===== src/rtl/spi_frame_pkg.sv =====
// Shared definitions for the SPI frame receiver: FSM states, command codes, field widths.
package spi_frame_pkg;

  localparam int unsigned CMD_W      = 8;
  localparam int unsigned ADDR_W     = 32;
  localparam int unsigned DATA_W     = 32;
  localparam int unsigned FRAME_BITS = CMD_W + ADDR_W + DATA_W;

  localparam logic [7:0] CMD_WRITE    = 8'h02;
  localparam logic [7:0] CMD_QUAD_ON  = 8'h01;
  localparam logic [7:0] CMD_QUAD_OFF = 8'h03;

  typedef enum logic [2:0] {
    IDLE,
    CMD,
    ADDR,
    DATA,
    ISSUE
  } state_e;

endpackage


===== src/rtl/spi_frame_sync.sv =====
// SYNC_STAGES-deep synchroniser for the SPI pins into clk_i, with sclk rise and cs fall detection.
module spi_frame_sync #(
  parameter int unsigned SYNC_STAGES = 2
) (
  input  logic       clk_i,
  input  logic       rst_ni,
  input  logic       sclk_i,
  input  logic       cs_i,
  input  logic [3:0] sdi_i,
  output logic       sclk_rise_o,
  output logic       cs_o,
  output logic       cs_fall_o,
  output logic [3:0] sdi_o
);

  logic [SYNC_STAGES-1:0]      sclk_q;
  logic [SYNC_STAGES-1:0]      cs_q;
  logic [SYNC_STAGES-1:0][3:0] sdi_q;
  logic                        sclk_prev_q;
  logic                        cs_prev_q;

  always_ff @(posedge clk_i or negedge rst_ni) begin
    if (!rst_ni) begin
      sclk_q      <= '0;
      cs_q        <= '1;
      sdi_q       <= '0;
      sclk_prev_q <= 1'b0;
      cs_prev_q   <= 1'b1;
    end else begin
      sclk_q[0] <= sclk_i;
      cs_q[0]   <= cs_i;
      sdi_q[0]  <= sdi_i;
      for (int unsigned i = 1; i < SYNC_STAGES; i++) begin
        sclk_q[i] <= sclk_q[i-1];
        cs_q[i]   <= cs_q[i-1];
        sdi_q[i]  <= sdi_q[i-1];
      end
      sclk_prev_q <= sclk_q[SYNC_STAGES-1];
      cs_prev_q   <= cs_q[SYNC_STAGES-1];
    end
  end

  // sdi travels through the same depth as sclk, so it is aligned with the detected edge
  assign sclk_rise_o = sclk_q[SYNC_STAGES-1] & ~sclk_prev_q;
  assign cs_o        = cs_q[SYNC_STAGES-1];
  assign cs_fall_o   = ~cs_q[SYNC_STAGES-1] & cs_prev_q;
  assign sdi_o       = sdi_q[SYNC_STAGES-1];

endmodule


===== src/rtl/spi_frame_rx.sv =====
// SPI (mode 0) write-frame receiver issuing 32-bit memory writes.
// Optional quad-lane receive enabled by macro SPI_FRAME_RX_QUAD_EN.
module spi_frame_rx
  import spi_frame_pkg::*;
#(
  parameter int unsigned SYNC_STAGES = 2
) (
  input  logic        clk_i,
  input  logic        rst_ni,
  input  logic        spi_sclk,
  input  logic        spi_cs,
  output logic [1:0]  spi_mode,
  input  logic        spi_sdi0,
  input  logic        spi_sdi1,
  input  logic        spi_sdi2,
  input  logic        spi_sdi3,
  output logic        bus_req_o,
  output logic [31:0] bus_addr_o,
  output logic [31:0] bus_wdata_o,
  input  logic        bus_gnt_i,
  output logic        frame_err_o
);

  logic       sclk_rise;
  logic       cs_s;
  logic       cs_fall;
  logic [3:0] sdi_s;

  state_e      state_q, state_d;
  logic [6:0]  cnt_q;
  logic [6:0]  cnt_inc;
  logic [6:0]  step;
  logic [7:0]  cmd_q;
  logic [7:0]  cmd_next;
  logic [31:0] addr_q;
  logic [31:0] data_q;
  logic        err_q, err_d;
  logic        is_write;
  logic        shifting;

  spi_frame_sync #(
    .SYNC_STAGES (SYNC_STAGES)
  ) u_sync (
    .clk_i       (clk_i),
    .rst_ni      (rst_ni),
    .sclk_i      (spi_sclk),
    .cs_i        (spi_cs),
    .sdi_i       ({spi_sdi3, spi_sdi2, spi_sdi1, spi_sdi0}),
    .sclk_rise_o (sclk_rise),
    .cs_o        (cs_s),
    .cs_fall_o   (cs_fall),
    .sdi_o       (sdi_s)
  );

`ifdef SPI_FRAME_RX_QUAD_EN
  logic quad_q;
  assign step = quad_q ? 7'd4 : 7'd1;
`else
  logic unused_sdi;
  assign unused_sdi = ^sdi_s[3:1];
  assign step       = 7'd1;
`endif

  assign cnt_inc  = cnt_q + step;
  assign cmd_next = {cmd_q[6:0], sdi_s[0]};
  assign is_write = (cmd_q == CMD_WRITE);
  // the counter parks at FRAME_BITS so a discarded frame ignores trailing edges
  assign shifting = sclk_rise && (state_q inside {CMD, ADDR, DATA}) && (cnt_q != 7'(FRAME_BITS));

  always_ff @(posedge clk_i or negedge rst_ni) begin
    if (!rst_ni) state_q <= IDLE;
    else         state_q <= state_d;
  end

  always_comb begin
    state_d = state_q;
    err_d   = 1'b0;
    unique case (state_q)
      IDLE: if (cs_fall) state_d = CMD;
      CMD: begin
        if (cs_s) begin
          state_d = IDLE;
          err_d   = 1'b1;
        end else if (sclk_rise && cnt_q == 7'(CMD_W - 1)) begin
          state_d = ADDR;
        end
      end
      ADDR: begin
        if (cs_s) begin
          state_d = IDLE;
          err_d   = is_write;
        end else if (sclk_rise && cnt_inc == 7'(CMD_W + ADDR_W)) begin
          state_d = DATA;
        end
      end
      DATA: begin
        if (cs_s) begin
          state_d = IDLE;
          err_d   = is_write && (cnt_q != 7'(FRAME_BITS));
        end else if (shifting && is_write && cnt_inc == 7'(FRAME_BITS)) begin
          state_d = ISSUE;
        end
      end
      ISSUE: begin
        err_d = cs_fall;
        if (bus_gnt_i) state_d = IDLE;
      end
      default: state_d = IDLE;
    endcase
  end

  always_comb begin
    bus_req_o   = (state_q == ISSUE);
    bus_addr_o  = addr_q;
    bus_wdata_o = data_q;
    frame_err_o = err_q;
`ifdef SPI_FRAME_RX_QUAD_EN
    spi_mode    = quad_q ? 2'b10 : 2'b00;
`else
    spi_mode    = 2'b00;
`endif
  end

  always_ff @(posedge clk_i or negedge rst_ni) begin
    if (!rst_ni) begin
      cnt_q  <= '0;
      cmd_q  <= '0;
      addr_q <= '0;
      data_q <= '0;
      err_q  <= 1'b0;
`ifdef SPI_FRAME_RX_QUAD_EN
      quad_q <= 1'b0;
`endif
    end else begin
      err_q <= err_d;
      if (state_q == IDLE && state_d == CMD) begin
        cnt_q <= '0;
      end else if (shifting) begin
        unique case (state_q)
          CMD: begin
            cnt_q <= cnt_q + 7'd1;
            cmd_q <= cmd_next;
`ifdef SPI_FRAME_RX_QUAD_EN
            if (state_d == ADDR && cmd_next == CMD_QUAD_ON)  quad_q <= 1'b1;
            if (state_d == ADDR && cmd_next == CMD_QUAD_OFF) quad_q <= 1'b0;
`endif
          end
          ADDR: begin
            cnt_q <= cnt_inc;
`ifdef SPI_FRAME_RX_QUAD_EN
            if (is_write) addr_q <= quad_q ? {addr_q[27:0], sdi_s} : {addr_q[30:0], sdi_s[0]};
`else
            if (is_write) addr_q <= {addr_q[30:0], sdi_s[0]};
`endif
          end
          DATA: begin
            cnt_q <= cnt_inc;
`ifdef SPI_FRAME_RX_QUAD_EN
            if (is_write) data_q <= quad_q ? {data_q[27:0], sdi_s} : {data_q[30:0], sdi_s[0]};
`else
            if (is_write) data_q <= {data_q[30:0], sdi_s[0]};
`endif
          end
          default: ;
        endcase
      end
    end
  end

endmodule


===== config.mk =====
export PLATFORM = sky130hd
export DESIGN_NAME = spi_frame_rx
export DESIGN_NICKNAME = d
export VERILOG_FILES = /design/src/rtl/spi_frame_pkg.sv /design/src/rtl/spi_frame_sync.sv /design/src/rtl/spi_frame_rx.sv
export SDC_FILE = /design/constraint.sdc
export NUM_CORES = 1
export LEC_CHECK = 0
export ABC_AREA = 0
export CAP_MARGIN = 40
export CORE_UTILIZATION = 30
export DETAILED_ROUTE_END_ITERATION = 6
export GPL_TIMING_DRIVEN = 0
export PLACE_DENSITY_LB_ADDON = 0.12
export SLEW_MARGIN = 20
export SYNTH_ARGS = -nofsm -noshare
export SYNTH_HDL_FRONTEND = slang
export SYNTH_SLANG_ARGS = --single-unit

===== constraint.sdc =====
create_clock -name clk_i -period 2.4 [get_ports clk_i]
set_input_delay 0.6 -clock clk_i [delete_from_list [all_inputs] [get_ports clk_i]]
set_output_delay 0.6 -clock clk_i [all_outputs]
set_load 0.01 [all_outputs]

## After elaboration in Yosys (flattened, before gate mapping)

Cells that the tools add are included.

| storage, ports and cells | value |
|---|---|
| word-level logic and storage cells | 61 |
| output and inout bits | 68 |
| register bits after elaboration | 91 |

| cells by class | value |
|---|---|
| multiplexer cells | 16 |
| reduce and logical (&&, ||, !) cells | 17 |
| eq/ne operators | 10 |
| bitwise operators | 5 |
| add/sub/neg operators | 1 |

Operator list:

| operator | count |
|---|---|
| $mux W3 | 8 |
| $mux W7 | 3 |
| $pmux W3 S5 | 1 |
| $eq A8 B2 Y1 const B | 1 |
| $logic_and A1 B1 Y1 | 8 |
| $reduce_and A4 Y1 | 2 |
| $add A7 B1 Y7 const B | 1 |
| $eq A7 B3 Y1 const B | 1 |
| $eq A7 B6 Y1 const B | 1 |
| $eq A7 B7 Y1 const B | 1 |
| $ne A7 B7 Y1 const B | 1 |
| $eq A3 B1 Y1 const B | 2 |
| $eq A3 B2 Y1 const B | 2 |
| $pmux W1 S4 | 1 |
| $reduce_bool A2 Y1 | 2 |
| $eq A3 B3 Y1 const B | 1 |
| $logic_not A3 Y1 | 1 |
| $mux W1 | 3 |
| $not A1 Y1 | 3 |
| $reduce_and A3 Y1 | 1 |
| $reduce_bool A3 Y1 | 1 |
| $reduce_or A3 Y1 | 1 |
| $and A1 B1 Y1 | 2 |
| $reduce_and A2 Y1 | 1 |

## Depth between registers and ports, before layout

| depth | value |
|---|---|
| word-level depth | 13 |
| mapped depth | 9 |
| gate-level depth less buffers | 7 |

## Cells and area by module

Synthesis repeated with hierarchy kept, for this count alone.

| unflattened totals | value |
|---|---|
| cell total of the unflattened synthesis | 274 |
| area, all modules | 4,080.2 µm² |

Modules (own cells, without submodules):

| module | cells each | area an instance (µm²) | sequential area each (µm²) | times used |
|---|---|---|---|---|
| spi_frame_rx | 254 | 3,668.5 | 2,077.0 | 1 |
| spi_frame_sync | 20 | 411.6 | 354.1 | 1 |

## Least setup slack after synthesis

Ideal clock, no wire load.

| path | value |
|---|---|
| path type | register to register |
| start | register cnt_q[3] |
| end | register data_q[0], in the netlist bus_wdata_o[0] |
| cell stages (with the launch flop) | 8 |
| buffers on the path | 2 |
| arrival time | 1,829 ps |
| slack | 446 ps |
| library setup time | 125 ps |
| cell sequence | dfrtp_1 or3b_4 o21ai_4 nor3_2 and3_1 buf_6 buf_12 mux2_4 |

| between the ends | value |
|---|---|
| word-level cells in the longest chain between the ends | 11 |

Ends and longest elaborated chain:

| element | line | RTL |
|---|---|---|
| start: declaration | spi_frame_rx.sv:30 | `logic [6:0] cnt_q;` |
| start signal: assignment | spi_frame_rx.sv:141 | `cnt_q <= cnt_q + 7'd1;` |
| start signal: assignment | spi_frame_rx.sv:149 | `cnt_q <= cnt_inc;` |
| start signal: assignment | spi_frame_rx.sv:157 | `cnt_q <= cnt_inc;` |
| parallel branches: the longest is 10 deep, another holds $add A7 B1 Y7 | - |  |
| $reduce_and A4 Y1 (no line) * | - |  |
| end signal: assignment | spi_frame_rx.sv:161 | `if (is_write) data_q <= {data_q[30:0], sdi_s[0]};` |
| end: declaration | spi_frame_rx.sv:36 | `logic [31:0] data_q;` |

Mark *: on every way between the ends.
A chain may end at the register's enable or synchronous reset.

## Worst setup path in the final report

| path | value |
|---|---|
| start | register cnt_q[0] |
| end | register data_q[28], in the netlist bus_wdata_o[28] |

Same word-level chain as after synthesis.

==> summary.txt <==
Setup path
  • CP max FO: 10
  • WP data arrival: 2400 ps
  • Critical path required time: 2630 ps
  • Crit path from: cnt_q[0]
  • R2R Setup Slk: 230 ps
  • Crit Path Class: register to register
  • Setup crit start kind: register
  • FF-to-FF End: bus_wdata_o[28]
  • CP Capture Type: register
  • Worst flop-to-flop path startpoint: cnt_q[0]
  • R2r worst-path depth: 9
  • Critical Path Sink: bus_wdata_o[28]

Clock tree
  • Clk sinks: 91
  • H-Tree Depth: 3
  • Clock Tree Buf Depth: 2
  • TritonCTS clock tree: built
  • Post-CTS Setup Bufs: 0
  • Clk Latency, worst-skew pair: 340 ps
  • TritonCTS buffer count: 9
  • Reg clk slew, reported paths: 60 ps
  • CTS root buffer: clkbuf_16
  • Post-CTS Hold Buffers: 0

Finish
  • Commonest non-fill, non-tap cell in the layout: dfrtp_1
  • Filler cells: 1,195
  • Fin area: 0.00517 mm²
  • Share of layout cells above drive strength 1: 31.9%
  • Most frequent cells in the layout: dfrtp_1 (88), clkdlybuf4s50_1 (69), mux2_2 (42)
  • Nets: 355
  • Layout Cells excl Fill: 520
  • Antenna fix cells: 0
  • Synth-to-Final Area Change: 34.3%

Floorplan
  • Core footprint: 0.0126 mm²
  • Row count: 41
  • Starting density of the core: 30.6%
  • Die height: 115 µm
  • I/O pin total: 77
  • Die ar.: 0.0133 mm²
  • Chip Width: 115 µm

Power
  • Power Dens Cells: 668 mW/mm²
  • Maximum VDD drop: 0.377 mV
  • Pleak: 2.36 nW

Hold path
  • HP Class: input port to asynchronous set/reset pin

Job
  • MaxCap Viol Count: 0

Timing
  • Final Cycle Share: 90.4%
  • WHS: 171 ps
  • Worst slew pin tran: 671 ps
  • RSZ-0062 raised after global routing: false
  • Clock skew: 5.67 ps
  • Setup violations, final: 0
  • Slew Viols, Final: 0
  • Period minus WS final: 2170 ps
  • Max Freq: 461 MHz
  • Final hold violation count: 0
  • Max-slew headroom: 55.2%

Detailed routing
  • DRT antenna net count: 0
  • Detailed Routing Iterations Pass 1: 4
  • Via density: 4.43
  • Final wirelength: 6750 µm
  • Total number of vias: 2,301
  • Drt wl/cell: 13.0 µm
  • DRC Markers: 0
  • Drt first-iter violations: 73

Global routing
  • Vias in the first global route: 2,349
  • Congestion Overflow GR: 0
  • Initial antenna violation count: 0
  • Largest net degree at the start of global routing: 50
  • First-pass GRT wire length: 11,400 µm
  • Gr usage total: 11.4%

Synthesis
  • Fraction of registers with async set or reset after synthesis: 100%
  • Synthesized area: 0.00385 mm²
  • Register area share after synthesis: 59.3%
  • Cells after Synth: 259
  • Synth Warn #: 0
  • Unique masters post-synth: 48
  • Main synth FF type: dfrtp_1
  • Post-synth EDFFs: 0
  • Synth Register Bits: 91
  • Post-synthesis average cell area: 14.9 µm²

Placement
  • Final HPWL DP: 4630 µm
  • Placed cells: 504
  • Placed Area: 0.00481 mm²
  • Port-buffer cells: 71
  • GPL Wtd Cong: 0.739

Outcome
  • Outcome: completed
[stage by stage]
stage | TNS (ps) | total power (W) | utilization [%] | worst slack, ps
floorplan | 0 | 0.00174 | - | 446
global placement | -249710 | 0.00181 | 38.0 | -2790
detailed placement | 0 | 0.00182 | 38.2 | 244
CTS | 0 | 0.00353 | 41.1 | 89.0
global route | 0 | 0.00359 | 41.1 | 98.5
finish | 0 | 0.00345 | 41.1 | 231
[registers in the layout (all words and copies together) (netlist names)]
register and count:
bus_addr_o 32, bus_wdata_o 32, cmd_q 8, cnt_q 7, state_q 3, u_sync.cs_q 2
u_sync.sclk_q 2, frame_err_o 1, u_sync.cs_prev_q 1, u_sync.sclk_prev_q 1, u_sync.sdi_o 1, u_sync.sdi_q 1
[synthesized netlist by cell type, types with 2 or more instances]
master,number,share of area (%)
a31oi_1,2,0.33
and3_1,3,0.49
buf_12,3,1.6
buf_2,3,0.39
buf_4,2,0.39
dfrtp_1,88,57
dfstp_2,3,2.0
ha_1,3,0.98
inv_1,7,0.68
mux2_2,42,12
mux2_4,30,12
nand2_1,12,1.2
nand3_1,5,0.65
nor2_1,10,0.98
nor3_1,2,0.26
nor3_2,2,0.52
o21ai_0,9,1.2
o2bb2ai_1,2,0.46
xor2_1,2,0.46
[per-layer routing]
metal | share of wire (%) | routed length (µm) | global-route usage, %
met1 | 46 | 3120 | 14.1
met2 | 46 | 3090 | 17.2
met3 | 5.9 | 398 | 4.59
met4 | 2.0 | 135 | 5.71
met5 | 0 | 0 | 0
[layout make-up]
class | instances | area, µm² | share of cell area (%)
clock buffer | 11 | 253 | 4.89
sequential | 91 | 2280 | 44.1
buffer | 11 | 120 | 2.32
tap | 172 | 215 | 4.16
inverter | 7 | 26.3 | 0.508
timing repair buffer | 72 | 742 | 14.4
clock inverter | 5 | 106 | 2.06
multi-input combinational | 151 | 1420 | 27.6
[report_power, final]
| part | total, W | internal (W) | switching [W] |
|---|---|---|---|
| combinational | 0.000150 | 0.0000741 | 0.0000759 |
| clock | 0.00167 | 0.00108 | 0.000588 |
| sequential | 0.00163 | 0.00159 | 0.0000426 |
[worst min path at each step]
stage | end | from | slack [ps] | cells after the start
2_1_floorplan | bus_addr_o[0] | rst_ni | 300 | 0
3_3_place_gp | u_sync.sdi_o[0] | u_sync.sdi_q[0] | 330 | 0
3_5_place_dp | u_sync.sclk_q[1] | u_sync.sclk_q[0] | 330 | 0
4_1_cts | bus_addr_o[31] | rst_ni | 180 | 1
5_1_grt | bus_addr_o[31] | rst_ni | 190 | 1
6_report | bus_addr_o[31] | rst_ni | 170 | 1
[critical path, cell delays in order (launching register included)]
cell and delay [ps]:
dfrtp_1 470, inv_1 70, ha_1 210, nand3b_1 200, o21ai_4 90, nor3_2 180, and3_1 220, buf_6 150
buf_12 150, mux2_4 310
[cell families after synthesis]
logic type | count (synthesis) | share of synthesized area, %
AO/OA/AOI/OAI | 24 | 4.49
multiplexers | 72 | 24.0
AND/OR/NAND/NOR | 48 | 6.90
buffers and inverters | 18 | 3.80
XOR/XNOR | 2 | 0.455
other | 1 | 0.0975
adder cells (fa/ha/maj) | 3 | 0.976
flip-flops | 91 | 59.3
[repair_timing]
action	in CTS	in global routing
resized for setup	0	1
setup endpoints to repair	0	1
endpoints found under the hold margin	0	0
(Power assumes the default switching activity.)
